### src/rtl/interp_lin.sv
`timescale 1ns/1ps
`default_nettype none
// +--------------------------------------------------------------------------+
// | interp_lin : linear-interpolating upsampler by 2**LOG2_R, one adder.     |
// | Rev 1.0                                                                  |
// +--------------------------------------------------------------------------+
module interp_lin #(
  parameter int IO_B   = 16,
  parameter int LOG2_R = 2
) (
  input  logic            clk,
  input  logic            reset_n,
  input  logic [IO_B-1:0] in_data,
  input  logic            in_valid,
  output logic [IO_B-1:0] out_data,
  output logic            out_valid,
  input  logic            out_ready,
  output logic            overrun,
  input  logic            clr_overrun
);

  localparam int AW = IO_B + LOG2_R + 1;

  typedef enum logic [1:0] {
    EMPTY = 2'd0,
    WAIT  = 2'd1,
    EMIT  = 2'd2
  } state_t;

  state_t state, state_nxt;

  logic [IO_B-1:0]     x_prev, x_cur, hold_data;
  logic                hold_vld;
  logic signed [IO_B:0] diff;
  logic signed [AW-1:0] acc;
  logic [LOG2_R-1:0]   k;

  logic xfer, last;
  logic set_prev, start, from_hold, to_hold, drop;
  logic [IO_B-1:0]      seg_sample, seg_base;
  logic signed [IO_B:0] diff_nxt;
  logic [AW-1:0]        acc_load;

  assign xfer = (state == EMIT) && out_ready;
  assign last = xfer && (&k);

  always_ff @(posedge clk or negedge reset_n) begin
    if (!reset_n) state <= EMPTY;
    else          state <= state_nxt;
  end

  always_comb begin
    state_nxt = state;
    set_prev  = 1'b0;
    start     = 1'b0;
    from_hold = 1'b0;
    to_hold   = 1'b0;
    drop      = 1'b0;
    unique case (state)
      EMPTY: if (in_valid) begin
        set_prev  = 1'b1;
        state_nxt = WAIT;
      end
      WAIT: if (in_valid) begin
        start     = 1'b1;
        state_nxt = EMIT;
      end
      EMIT: begin
        if (last) begin
          // A held sample has priority; a fresh input then refills the freed slot.
          if (hold_vld) begin
            start     = 1'b1;
            from_hold = 1'b1;
            to_hold   = in_valid;
          end else if (in_valid) begin
            start     = 1'b1;
          end else begin
            state_nxt = WAIT;
          end
        end else if (in_valid) begin
          if (hold_vld) drop    = 1'b1;
          else          to_hold = 1'b1;
        end
      end
      default: state_nxt = EMPTY;
    endcase
  end

  // A segment started from EMIT continues from the just-finished endpoint.
  assign seg_sample = from_hold ? hold_data : in_data;
  assign seg_base   = (state == EMIT) ? x_cur : x_prev;
  assign diff_nxt   = $signed({1'b0, seg_sample}) - $signed({1'b0, seg_base});
  assign acc_load   = {1'b0, seg_base, {LOG2_R{1'b0}}};

  always_ff @(posedge clk or negedge reset_n) begin
    if (!reset_n) begin
      x_prev    <= '0;
      x_cur     <= '0;
      hold_data <= '0;
      hold_vld  <= 1'b0;
      diff      <= '0;
      acc       <= '0;
      k         <= '0;
      overrun   <= 1'b0;
    end else begin
      if (set_prev) x_prev <= in_data;
      if (last)     x_prev <= x_cur;

      if (start) begin
        x_cur <= seg_sample;
        diff  <= diff_nxt;
        acc   <= acc_load;
        k     <= '0;
      end else if (xfer) begin
        acc <= acc + {{LOG2_R{diff[IO_B]}}, diff};
        k   <= k + 1'b1;
      end

      if (to_hold) begin
        hold_data <= in_data;
        hold_vld  <= 1'b1;
      end else if (from_hold) begin
        hold_vld  <= 1'b0;
      end

      if (drop)             overrun <= 1'b1;
      else if (clr_overrun) overrun <= 1'b0;
    end
  end

  // acc stays non-negative, so the slice equals the floor of acc/R.
  assign out_data  = acc[IO_B+LOG2_R-1:LOG2_R];
  assign out_valid = (state == EMIT);

endmodule
`default_nettype wire

### config.mk
export PLATFORM = sky130hd
export DESIGN_NAME = interp_lin
export DESIGN_NICKNAME = d
export VERILOG_FILES = /design/src/rtl/interp_lin.sv
export SDC_FILE = /design/constraint.sdc
export NUM_CORES = 1
export LEC_CHECK = 0
export ABC_CLOCK_PERIOD_IN_PS = 5250
export CORE_MARGIN = 3
export CORE_UTILIZATION = 40
export DETAILED_ROUTE_END_ITERATION = 8
export DONT_BUFFER_PORTS = 1
export SETUP_SLACK_MARGIN = 0.05
export SLEW_MARGIN = 20
export SYNTH_ARGS = -nofsm -noshare
export SYNTH_HDL_FRONTEND = slang
export SYNTH_SLANG_ARGS = --single-unit
### constraint.sdc
create_clock -name clk -period 5.25 [get_ports clk]
set_input_delay 0.7875 -clock clk [delete_from_list [all_inputs] [get_ports clk]]
set_output_delay 0.7875 -clock clk [all_outputs]
set_load 0.1 [all_outputs]
==> summary by stage, run 1 <==
Status
The run finished with clean final reports.

Synthesis
Of the total synthesized cell area, the portion taken by full adders, half adders and majority gates is 8.332%. In this run, synthesis produced a sequential element count of 89. The number of distinct library cells after synthesis is 66.

After Yosys synthesis, and, or, nand and nor cells account for between 10% and 20% of the synthesized area. The mapped cell area is around 0.0057 mm^2. The number of flops mapped to enable cells by yosys is 0. Counting every net in the synthesized netlist gives ~660. Ranked by total cell area, the synthesized netlist is headed by dfrtp_1, ha_1, nand2_1.

Counting flops with an async set or reset pin after synthesis yields a share of between 90% and 100%. In the synthesized netlist the dominant register cell turns out to be dfrtp_1. After Yosys synthesis, XOR and XNOR cells account for 3.969% of the synthesized area. The largest family of logic cells by synthesized area is compound AO/OA/AOI/OAI gates. The gate count after technology mapping is ~610. The post-synthesis cell type with the largest combined area is dfrtp_1. The proportion of synthesized area in mux cells is roughly 14%.

The complex-gate fraction of the synthesized area is around 16%. In this run the biggest area consumer among cell types represents around 39% of the synthesized area. The sequential-to-total area share from yosys stat is between 30% and 40%.

The average cell area after synthesis is 9.467 um^2. The Yosys step of the flow raised 0 warnings.

Cells and area
In the layout the commonest cells are nand2_1, dfrtp_1, mux2i_1, o21ai_0, ha_1. For this run, the post-layout net count is 642. The area overhead of the layout relative to synthesis is 7.241%.

The final instance area is 0.006152 mm^2. The repair_antennas step left the layout with diodes totalling 0. The proportion of layout cells with a drive suffix above 1 is between 10 and 15%. Leaving out fill and tap cells, the most frequent cell in the layout is nand2_1.

Critical path
STA classifies the critical path endpoint as a flip-flop. The worst setup path category is reg2reg. The biggest fanout along the worst timing path is 27.

The worst endpoint data arrival time is about 4 ns. STA classifies the critical path startpoint as a flip-flop. The reg-to-reg setup timing slack is roughly 1.5 ns.

The worst endpoint required time is ~5.5 ns.

Placement
The half-perimeter wire length after detailed placement is 9821 um. Routability-driven placement finished with a final weighted congestion of roughly 0.85. The number of buffers inserted by port buffering is 0. The instance area after placement is 0.005801 mm^2.

Floorplanning
The initial core utilization is between 40% and 50%. The height of the chip is about 130 um. The top-level I/O count is 39. The overall die width is around 130 um. The floorplan step defined a die boundary enclosing approximately 0.016 mm^2. In this run the core area contains 43 standard-cell rows.

After floorplanning, the core was sized to cover ~0.014 mm^2.

Clocking
The clock drives 89 sinks. The cell at the root of the clock tree is clkbuf_16. The register clock-pin slew on the reported worst setup and hold paths is roughly 0.070 ns.

Gates resized during post-CTS repair numbered 0. The buffers inserted during post-CTS setup optimization is 0. The clock passes through at most 2 buffers. Counting the buffers created by CTS gives 9. The clock reaches the later pin of the worst-skew pair after about 0.35 ns.

The CTS tree is yes. The level count of the clock H-tree is 3. The number of hold buffers added after CTS was 0.

Detailed routing
The initial detailed-routing violation count is roughly 270. The final route contains 4,330 vias. In the routed design, unresolved DRC markers number 0. The total length of routed wires is 13,580 um. The routed via count divided by cell count is approximately 5.6. Once detail routing completed, the nets flagged for antenna violations numbered 0. The final routed wire length divided by cell count is approximately 18 um. The first TritonRoute pass finished after 4 iterations.

STA
For the pin with the worst max-slew slack, the measured transition is roughly 1 ns. Of the available clock period, the critical path in the final layout requires between 70% and 80%. For this run, the top clock speed supported by timing is between 200 and 300 MHz. Headroom to the max-slew limit came out at 33.13%. The post-route setup TNS is 0 ns.

The largest clock skew in the final design is between 0.006 and 0.007 ns. The clock period minus final worst setup slack is 3.734 ns. The final max-slew violation count is 0. The number of failing setup endpoints in the final timing report is 0. Setup repair after global routing left no endpoint under its margin. The final number of hold-violating endpoints is 0.

Global routing
The number of antenna violations at the first check in global routing is 0. The total routing usage reported by global routing is 17.58%. The number of global-route vias before repair is ~4.3k.

The wire length of the first global-routing pass is between 20,000 and 25,000 um. The total overflow reported by the global router is 0. Entering global routing, the biggest net connects 90 pins.

Power
In this run the static leakage power is approximately 0.0028 uW. The cell area power density is about 760 mW/mm^2. IR analysis of the VDD net gives a maximum drop of approximately 220 uV.

Worst hold path
In this run the worst hold path is classified as in2async.

Flow run
Across the run, the number of max-cap violations was 0.
==> cell usage after synthesis (2+ instances only) <==
cell and instances:
a211oi_1 5, a21o_1 9, a21oi_1 30, a221o_1 3
a31o_2 2, a31oi_1 7, and2_1 4, and3_1 2
buf_1 5, buf_2 4, buf_4 17, clkbuf_1 14
dfrtp_1 89, fa_1 2, ha_1 35, inv_1 14
mux2_2 31, mux2i_1 38, nand2_1 106, nand2b_1 3
nand3_1 16, nor2_1 30, nor2b_1 4, nor3_1 9
nor3b_1 2, o211ai_1 6, o21ai_0 34, o21ai_1 8
o21bai_1 2, o221ai_1 9, o311ai_1 2, o31a_1 2
o31ai_1 4, or3_1 2, xnor2_1 16, xor2_1 10
==> worst max-delay path: stages (launching register included) <==
cell and delay, ns:
dfrtp_1 0.38, inv_1 0.10, ha_2 0.20, buf_4 0.55
mux2i_1 0.47, ha_1 0.31, nor2b_1 0.14, o31ai_1 0.36
a21oi_1 0.16, or3_1 0.41, a21o_1 0.20, a211oi_2 0.23
o31ai_1 0.08
==> routing by layer <==
layer  vias to the layer above  wire [um]  part of all wire [%]  global-route usage [%]
met2                        73       6016                    44                   26.56
met4                         0        242                   1.8                   7.129
met5                         -          0                     0                       0
met3                        14        612                   4.5                   3.562
li1                       2113          -                     -                       -
met1                      2130       6711                    49                   24.80
==> through the flow <==
stage	total power (uW)	cells	hold WS, ns	utilization (%)	worst slack [ns]
finish	4647	769	0.1307	44.15	1.516
global route	5017	769	0.1133	44.15	1.164
global placement	3827	753	0.4810	41.63	1.520
CTS	4657	769	0.1165	44.10	1.507
detailed placement	3892	753	0.4849	41.63	1.433
floorplan	3485	606	0.4526	-	0.9062
==> worst paths after layout <==
path	endpoint	startpoint	cells after the start
min in group clk	diff[12]	diff[12]	2
worst min register to register	diff[12]	diff[12]	2
max in group asynchronous	x_prev[3]	reset_n	0
worst min-delay path	acc[11]	reset_n	0
worst max-delay path	diff[9]	state[0]	12
worst max register to register	diff[9]	state[0]	12
==> cell type report <==
| type | instances | area [um^2] |
|---|---|---|
| Fill cell | 1323 | 7782 |
| Multi-Input combinational cell | 462 | 3243 |
| Sequential cell | 89 | 2227 |
| Clock buffer | 9 | 225.2 |
| Tap cell | 180 | 225.2 |
| Clock inverter | 7 | 118.9 |
| Timing Repair Buffer | 8 | 60.06 |
| Inverter | 14 | 52.55 |
==> logic make-up after synthesis <==
family,count (synthesis)
adder cells (fa/ha/maj),37
AO/OA/AOI/OAI,140
multiplexers,72
XOR/XNOR,26
buffers and inverters,55
flip-flops,89
AND/OR/NAND/NOR,187
==> power by group <==
| group | leakage [uW] | internal, uW | switching (uW) |
|---|---|---|---|
| combinational | 0.00154 | 957 | 1260 |
| sequential | 0.00109 | 1010 | 675 |
| clock | 0.000162 | 465 | 279 |
==> state kept, by name, summed over array words and instances, names as in the netlist <==
signal / cells
hold_vld: 1
k: 2
acc: 18
diff: 17
x_cur: 16
hold_data: 16
state: 2
overrun: 1
x_prev: 16
Note: power is estimated with default switching activity, not from simulation.
==> run 2: changes to the inputs <==
--- a/config.mk
+++ b/config.mk
@@ -5,7 +5,7 @@
 export SDC_FILE = /design/constraint.sdc
 export NUM_CORES = 1
 export LEC_CHECK = 0
-export ABC_CLOCK_PERIOD_IN_PS = 5250
+export ABC_CLOCK_PERIOD_IN_PS = 3000
 export CORE_MARGIN = 3
 export CORE_UTILIZATION = 40
 export DETAILED_ROUTE_END_ITERATION = 8
==> constraint.sdc (replaced) <==
create_clock -name clk -period 3 [get_ports clk]
set_input_delay 0.45 -clock clk [delete_from_list [all_inputs] [get_ports clk]]
set_output_delay 0.45 -clock clk [all_outputs]
set_load 0.1 [all_outputs]
==> summary by stage, run 2 (synthesis results as in run 1) <==
Status
Run status: completed (unchanged).

Critical path
List of cells traversed by the critical path: inv_2, ha_4, nand4_4, mux2_4, buf_6, fa_2, a211oi_4, o21ai_2, o311ai_4, o31ai_2, o2111a_1, or3_1, nand3_1 (was inv_1, ha_2, buf_4, mux2i_1, ha_1, nor2b_1, o31ai_1, a21oi_1, or3_1, a21o_1, a211oi_2, o31ai_1). The startpoint class of the critical path is a flip-flop (unchanged). The dominant delay contributor by cell family on the critical path was compound AO/OA/AOI/OAI gates (unchanged). The capture point of the worst reg-to-reg path is diff[14] (was diff[9]). The biggest fanout along the worst timing path was 5 (was 27). The cell depth of the worst flop-to-flop path is 13 (was 12).

The worst setup path category is reg2reg (unchanged). The worst endpoint required time is 3.29 ns (was 5.45 ns). The reg-to-reg setup timing slack is 0.06 ns (was 1.52 ns).

The largest stage delay on the critical path was 0.41 ns (was 0.55 ns). The slowest library cell on the worst path is fa_2 (was buf_4). The total stage count of the critical path is 13 (was 12). The first element of the critical path is state[0] (unchanged). The last element of the critical path is diff[14] (was diff[9]). The combined buffer and inverter count along the critical path is 2 (unchanged).

The worst endpoint data arrival time is 3.23 ns (was 3.93 ns). The nature of the critical path endpoint is a flip-flop (unchanged). The startpoint of the most critical register-to-register path was state[0] (unchanged).

Clocking
The maximum root-to-sink buffer count came to 2 (unchanged). The register clock-pin slew on the reported worst setup and hold paths was 0.07 ns (about the same). The level count of the clock H-tree is 3 (unchanged). The clock buffer count from CTS is 9 (unchanged).

The clock sink total is 89 (unchanged). The later-pin clock latency in the skew report is 0.35 ns (about the same). The CTS tree is yes (unchanged). The cell at the root of the clock tree is clkbuf_16 (unchanged).

Global routing
The met3 demand-to-capacity share in global routing is 4.198% (was 3.562%). The most congested layer reported by global routing is met2 (unchanged). The total routing usage reported by global routing came to 18.16% (was 17.58%). The total overflow reported by the global router came to 0 (unchanged). The wire length of the first global-routing pass came to 23,430 um (was 22,490 um).

The number of antenna violations at the first check in global routing is 0 (unchanged). The met2 track utilization from global routing is 27.47% (was 26.56%). The number of global-route vias before repair is 4,628 (was 4,281). The met1 track utilization from global routing is 25.36% (was 24.80%). The maximum number of pins on one net before global-route repair was 90 (unchanged).

STA
The clock period minus final worst setup slack is 2.943 ns (was 3.734 ns). The largest clock skew in the final design came to 0.008782 ns (was 0.006165 ns). The number of failing setup endpoints in the final timing report is 0 (unchanged).

The final max-slew violation count is 0 (unchanged). The slew at the pin closest to its max-slew limit is 0.8923 ns (was 1.003 ns). The normalized max-slew margin is 40.52% (was 33.13%).

The final critical-path setup slack is 0.05707 ns (was 1.516 ns). The final number of hold-violating endpoints is 0 (unchanged). The maximum clock rate is 339.8 MHz (was 267.8 MHz). The post-route fraction of the period consumed by the critical path is 98.10% (was 71.13%). Setup repair after global routing missed its margin: true (was false).

Placement
The half-perimeter wire length after detailed placement was 10,370 um (was 9821 um). The worst-case setup slack after placement is -0.02161 ns (was 1.433 ns). The post-placement cell count is 803 (was 753). The global placer's final weighted congestion is 0.8488 (was 0.8520). The instance area after placement is 0.006272 mm^2 (was 0.005801 mm^2). The number of buffers inserted by port buffering came to 0 (unchanged).

Floorplanning
The initial core utilization is 41.17% (unchanged). The top-level I/O count came to 39 (unchanged). The number of rows in the core area is 43 (unchanged). The overall die width is 125.8 um (unchanged). The placeable core region is 0.01393 mm^2 (unchanged). The area of the die is 0.01581 mm^2 (unchanged). The height of the chip is 125.8 um (unchanged).

Flow run
The max-cap check violation count is 0 (unchanged).

Detailed routing
The routed via count divided by cell count is 5.448 (was 5.631). The final routed wire length divided by cell count is 16.82 um (was 17.66 um). The count of nets left with antenna violations after detail routing is 0 (unchanged). The residual DRC count was 0 (unchanged). The total length of routed wires was 14,030 um (was 13,580 um).

The number of optimization iterations in the first detailed-route pass was 4 (unchanged). The count of vias placed by the detailed router is 4,544 (was 4,330). The initial detailed-routing violation count is 198 (was 265).

Cells and area
The number of non-filler instances in the completed layout came to 834 (was 769). The core occupancy in the finished layout is 49.50% (was 44.15%). The most common library cell in the layout ignoring fill and taps is nand2_1 (unchanged). The layout net count is 707 (was 642). Most frequent cells in the layout: nand2_1, dfrtp_1, buf_4, mux2i_1, o21ai_0 (was nand2_1, dfrtp_1, mux2i_1, o21ai_0, ha_1).

Leading registers by flop count: acc: 18 flops, diff: 17 flops (unchanged). The register ranked first by flip-flop count is acc (unchanged). The flip-flop count of the largest register, all copies and words added is 18 (unchanged). The proportion of layout cells with a drive suffix above 1 is 25.23% (was 11.54%). The final instance area is 0.006898 mm^2 (was 0.006152 mm^2). The diode insertion count for antenna repair is 0 (unchanged). The area overhead of the layout relative to synthesis is 20.24% (was 7.241%).

Power
The leakage power summed over all cells was 0.003131 uW (was 0.002795 uW). The worst vdd rail ir drop is 342.2 uV (was 224.6 uV). The cell area power density is 1312 mW/mm^2 (was 755.3 mW/mm^2).

Worst hold path
The class of the most critical hold timing path is in2async (unchanged).
run 2: changes by cell type in the layout (fill, tap and decap cells not counted), moves of 4 or more:
cell / before / now
buf_4: 8 / 68
ha_1: 34 / 26
ha_4: 0 / 5
mux2i_1: 38 / 32
mux2i_2: 0 / 4
run 2: final cells by class:
cell class                      instances  area, um^2
Timing Repair Buffer                   73       609.3
Fill cell                            1283        7037
Clock inverter                          4       51.30
Clock buffer                           12       246.5
Inverter                               14       52.55
Multi-Input combinational cell        462        3486
Sequential cell                        89        2227
Tap cell                              180       225.2
run 2: through the flow:
step / power, uW / setup TNS (ns) / hold slack (ns)
after floorplan: 6207 / -1.718 / 0.1544
after global placement: 7276 / 0 / 0.1569
after detailed placement: 7423 / -0.04469 / 0.1571
after CTS: 8748 / 0 / 0.02996
after global routing: 9743 / -0.2226 / 0.04421
final: 9049 / 0 / 0.009355
run 2: power breakdown:
group          switching [uW]  internal, uW  total (uW)
Clock                     472           671        1140
Combinational            3300          2380        5680
Sequential                449          1780        2230
Total                    4220          4830        9050
run 2: worst register-to-register path, cell delays in order (launching register included):
cell,delay (ns)
dfrtp_1,0.38
inv_2,0.08
ha_4,0.16
nand4_4,0.18
mux2_4,0.38
buf_6,0.13
fa_2,0.41
a211oi_4,0.29
o21ai_2,0.12
o311ai_4,0.10
o31ai_2,0.12
o2111a_1,0.15
or3_1,0.31
nand3_1,0.07
run 2: how the worst min path moves through the flow:
stage,startpoint,endpoint,slack (ns),cells after the start
after floorplan,reset_n,acc[0],0.15,0
after global placement,reset_n,acc[14],0.16,0
after detailed placement,reset_n,acc[16],0.16,0
after CTS,reset_n,acc[14],0.03,1
after global routing,reset_n,acc[17],0.04,1
final,reset_n,acc[16],0.009,1
run 2: repair_timing:
action	4_1_cts	5_1_grt
setup buffers	4	10
setup endpoints to repair	6	10
hold endpoints to repair	89	0
gates cloned	0	0
pin swaps	6	22
resized for setup	10	28
hold buffers	1	0
run 2: routing by layer:
layer / routed length, um / up-vias
li1: - / 2251
met2: 6213 / 71
met5: 0 / -
met4: 289 / 0
met3: 743 / 17
met1: 6782 / 2205
==> RTL edit: new RTL, flow settings as in run 2 <==
The parameter `IO_B` goes from 16 to 15.
--- a/src/rtl/interp_lin.sv
+++ b/src/rtl/interp_lin.sv
@@ -6,5 +6,5 @@
 // +--------------------------------------------------------------------------+
 module interp_lin #(
-  parameter int IO_B   = 16,
+  parameter int IO_B   = 15,
   parameter int LOG2_R = 2
 ) (
Interface: changed (resized in_data and out_data); port bits go from 39 to 37. No check against the original RTL was run, so the function may have changed too.
==> RTL edit against run 2 <==
Clock skew shrank 0.0011 ns. Synthesized area decreased by 5.0%. Sequential cell count decreased by 5. Via count decreased by 7.6%. Synthesized cell count shrank 5.9%. Count of clock-buffer cells in the layout shrank 3. Cell count shrank 6.7%. Total power shrank 6.5%. Wire length is 5.2% lower. Design area is 6.7% lower. Hold slack got worse by 0.0055 ns. Setup slack better by 0.0030 ns. Critical path type unchanged. Largest cell class unchanged.
==> RTL edit: results (changes against run 2) <==
set qor(multiInputCombCellCount) 435 ;# -5.8%
set qor(synth_area_leaders) {sky130_fd_sc_hd__dfrtp_1, sky130_fd_sc_hd__ha_1, sky130_fd_sc_hd__mux2i_1}
set qor(drt_pre_antenna_iters) 5 ;# +1
set qor(vias) 4200 ;# -7.6%
set qor(multi_input_logic_portion_of_the_cell_area_pct) 51.2 ;# +0.63 points
set qor(buffers_excl_clock) 53 ;# -27%
set qor(design_area_um2) 6440 ;# -6.7%
set qor(worst_skew_pair.late_latency_ns) 0.34
set qor(sequential_cell_total) 84 ;# -5.6%
set qor(drtIter0Drc) 219 ;# +11%
set qor(slew_headroom_pct) 40.1 ;# -0.47 points
set qor(num-nets-final) 653 ;# -7.6%
set qor(synth.distinct_cells) 59 ;# -11%
set qor(ys_seq_area_share_pct) 38.6 ;# -0.26 points
set qor(number_of_antenna_violations_at_the_first_check_in_global_routing) 0 ;# unchanged
set qor(peakVddDrop_mv) 0.477 ;# +39%
set qor(area_share_nonclk_buffers_pct) 7.27 ;# -1.6 points
set qor(hpwl_mm) 9.43 ;# -9.1%
set qor(n_clock_buffer) 9 ;# -3
set qor(io_buffer_count) 0 ;# unchanged
set qor(floorplan.rows) 42 ;# -2.3%
set qor(maximum_fanout_along_the_worst_path) 6 ;# +1
set qor(vias_in_the_first_global_route) 4069 ;# -12%
set qor(yosysWarnings) 0 ;# unchanged
set qor(placed_area_um2) 5950 ;# -5.2%
set qor(critPathArrivalTime_ns) 3.21 ;# -0.02 ns
set qor(grt.total_usage_pct) 18.6 ;# +0.46 points
set qor(outcome) {finished clean}
set qor(power.leakage_nw) 2.88 ;# -7.9%
set qor(worstReg2RegEnd) {diff[11]$_DFFE_PN0P_}
set qor(timing.reg2reg.setup_slack_ns) 0.06
set qor(ctsResizeCount) 5 ;# -5
set qor(drive_above_1_share_pct) 22.3 ;# -3.0 points
set qor(tritoncts) {yes}
set qor(regToRegStartpoint) {state[0]$_DFFE_PN0P_}
set qor(global_route_wire_length_before_repair_mm) 21.6 ;# -7.7%
set qor(hold-worst-slack_ns) 0.00381 ;# -0.00555 ns
set qor(cp_slowest_cell) {sky130_fd_sc_hd__mux2_4}
set qor(largest_registers) {acc (17), diff (16)}
set qor(cts_setup_buffers) 1 ;# -3
set qor(skew_ns) 0.00766 ;# -0.00112 ns
set qor(worst_path_dominant_cell_family) {simple AND/OR/NAND/NOR gates}
set qor(synth_nets) 626 ;# -5.7%
set qor(sequential_area_um2) 2100 ;# -5.6%
set qor(post_synth_most_frequent_cells) {sky130_fd_sc_hd__nand2_1, sky130_fd_sc_hd__dfrtp_1, sky130_fd_sc_hd__o21ai_0}
set qor(gp_weighted_congestion) 0.857 ;# +0.94%
set qor(area_share_clock_buf_inv_pct) 4.68 ;# +0.37 points
set qor(grt_start_max_net_pins) 85 ;# -5.6%
set qor(worstRegToRegCells) 13 ;# unchanged
set qor(cts_hold_buf) 1 ;# unchanged
set qor(fillCellCount) 1242 ;# -3.2%
set qor(drt-total-wl_mm) 13.3 ;# -5.2%
==> RTL edit: power breakdown <==
part | leakage, nW | switching, mW | total [mW] | internal, mW
sequential | 1.04 | 0.428 | 2.11 | 1.69
combinational | 1.70 | 3.09 | 5.22 | 2.13
clock | 0.142 | 0.482 | 1.13 | 0.650
==> RTL edit: logic make-up (layout without fill, tap and decap cells) <==
logic type | after synthesis | after routing | synth area share (%)
simple gates | 160 | 161 | 13.1
compound gates | 140 | 140 | 16.3
flops | 84 | 84 | 38.6
mux | 65 | 65 | 13.2
buf+inv | 52 | 83 | 4.87
fa+ha+maj | 38 | 38 | 8.95
xor+xnor | 31 | 31 | 4.98
==> RTL edit: how the worst max path moves through the flow <==
stage	from	to	slack, ns
floorplan	state[0]$_DFFE_PN0P_	diff[13]$_DFFE_PN0P_	-0.35
global placement	state[0]$_DFFE_PN0P_	diff[13]$_DFFE_PN0P_	0.01
detailed placement	state[0]$_DFFE_PN0P_	diff[13]$_DFFE_PN0P_	0.004
CTS	state[0]$_DFFE_PN0P_	diff[11]$_DFFE_PN0P_	0.08
global route	state[0]$_DFFE_PN0P_	diff[11]$_DFFE_PN0P_	-0.08
finish	state[0]$_DFFE_PN0P_	diff[11]$_DFFE_PN0P_	0.06
==> RTL edit: per-stage QoR <==
step / setup slack [ns] / instances
6_report: 0.0601 / 778
5_1_grt: -0.0763 / 778
4_1_cts: 0.0770 / 774
3_5_place_dp: 0.00405 / 754
3_3_place_gp: 0.0117 / 754
2_1_floorplan: -0.352 / 570
==> RTL edit: metal layers <==
layer  wire (um)  track usage (%)  up-vias
met1        6420             26.6     2034
li1            -                -     2085
met3         647             3.23       11
met4         180             6.16        0
met2        6050             28.6       70
met5           0                0        -
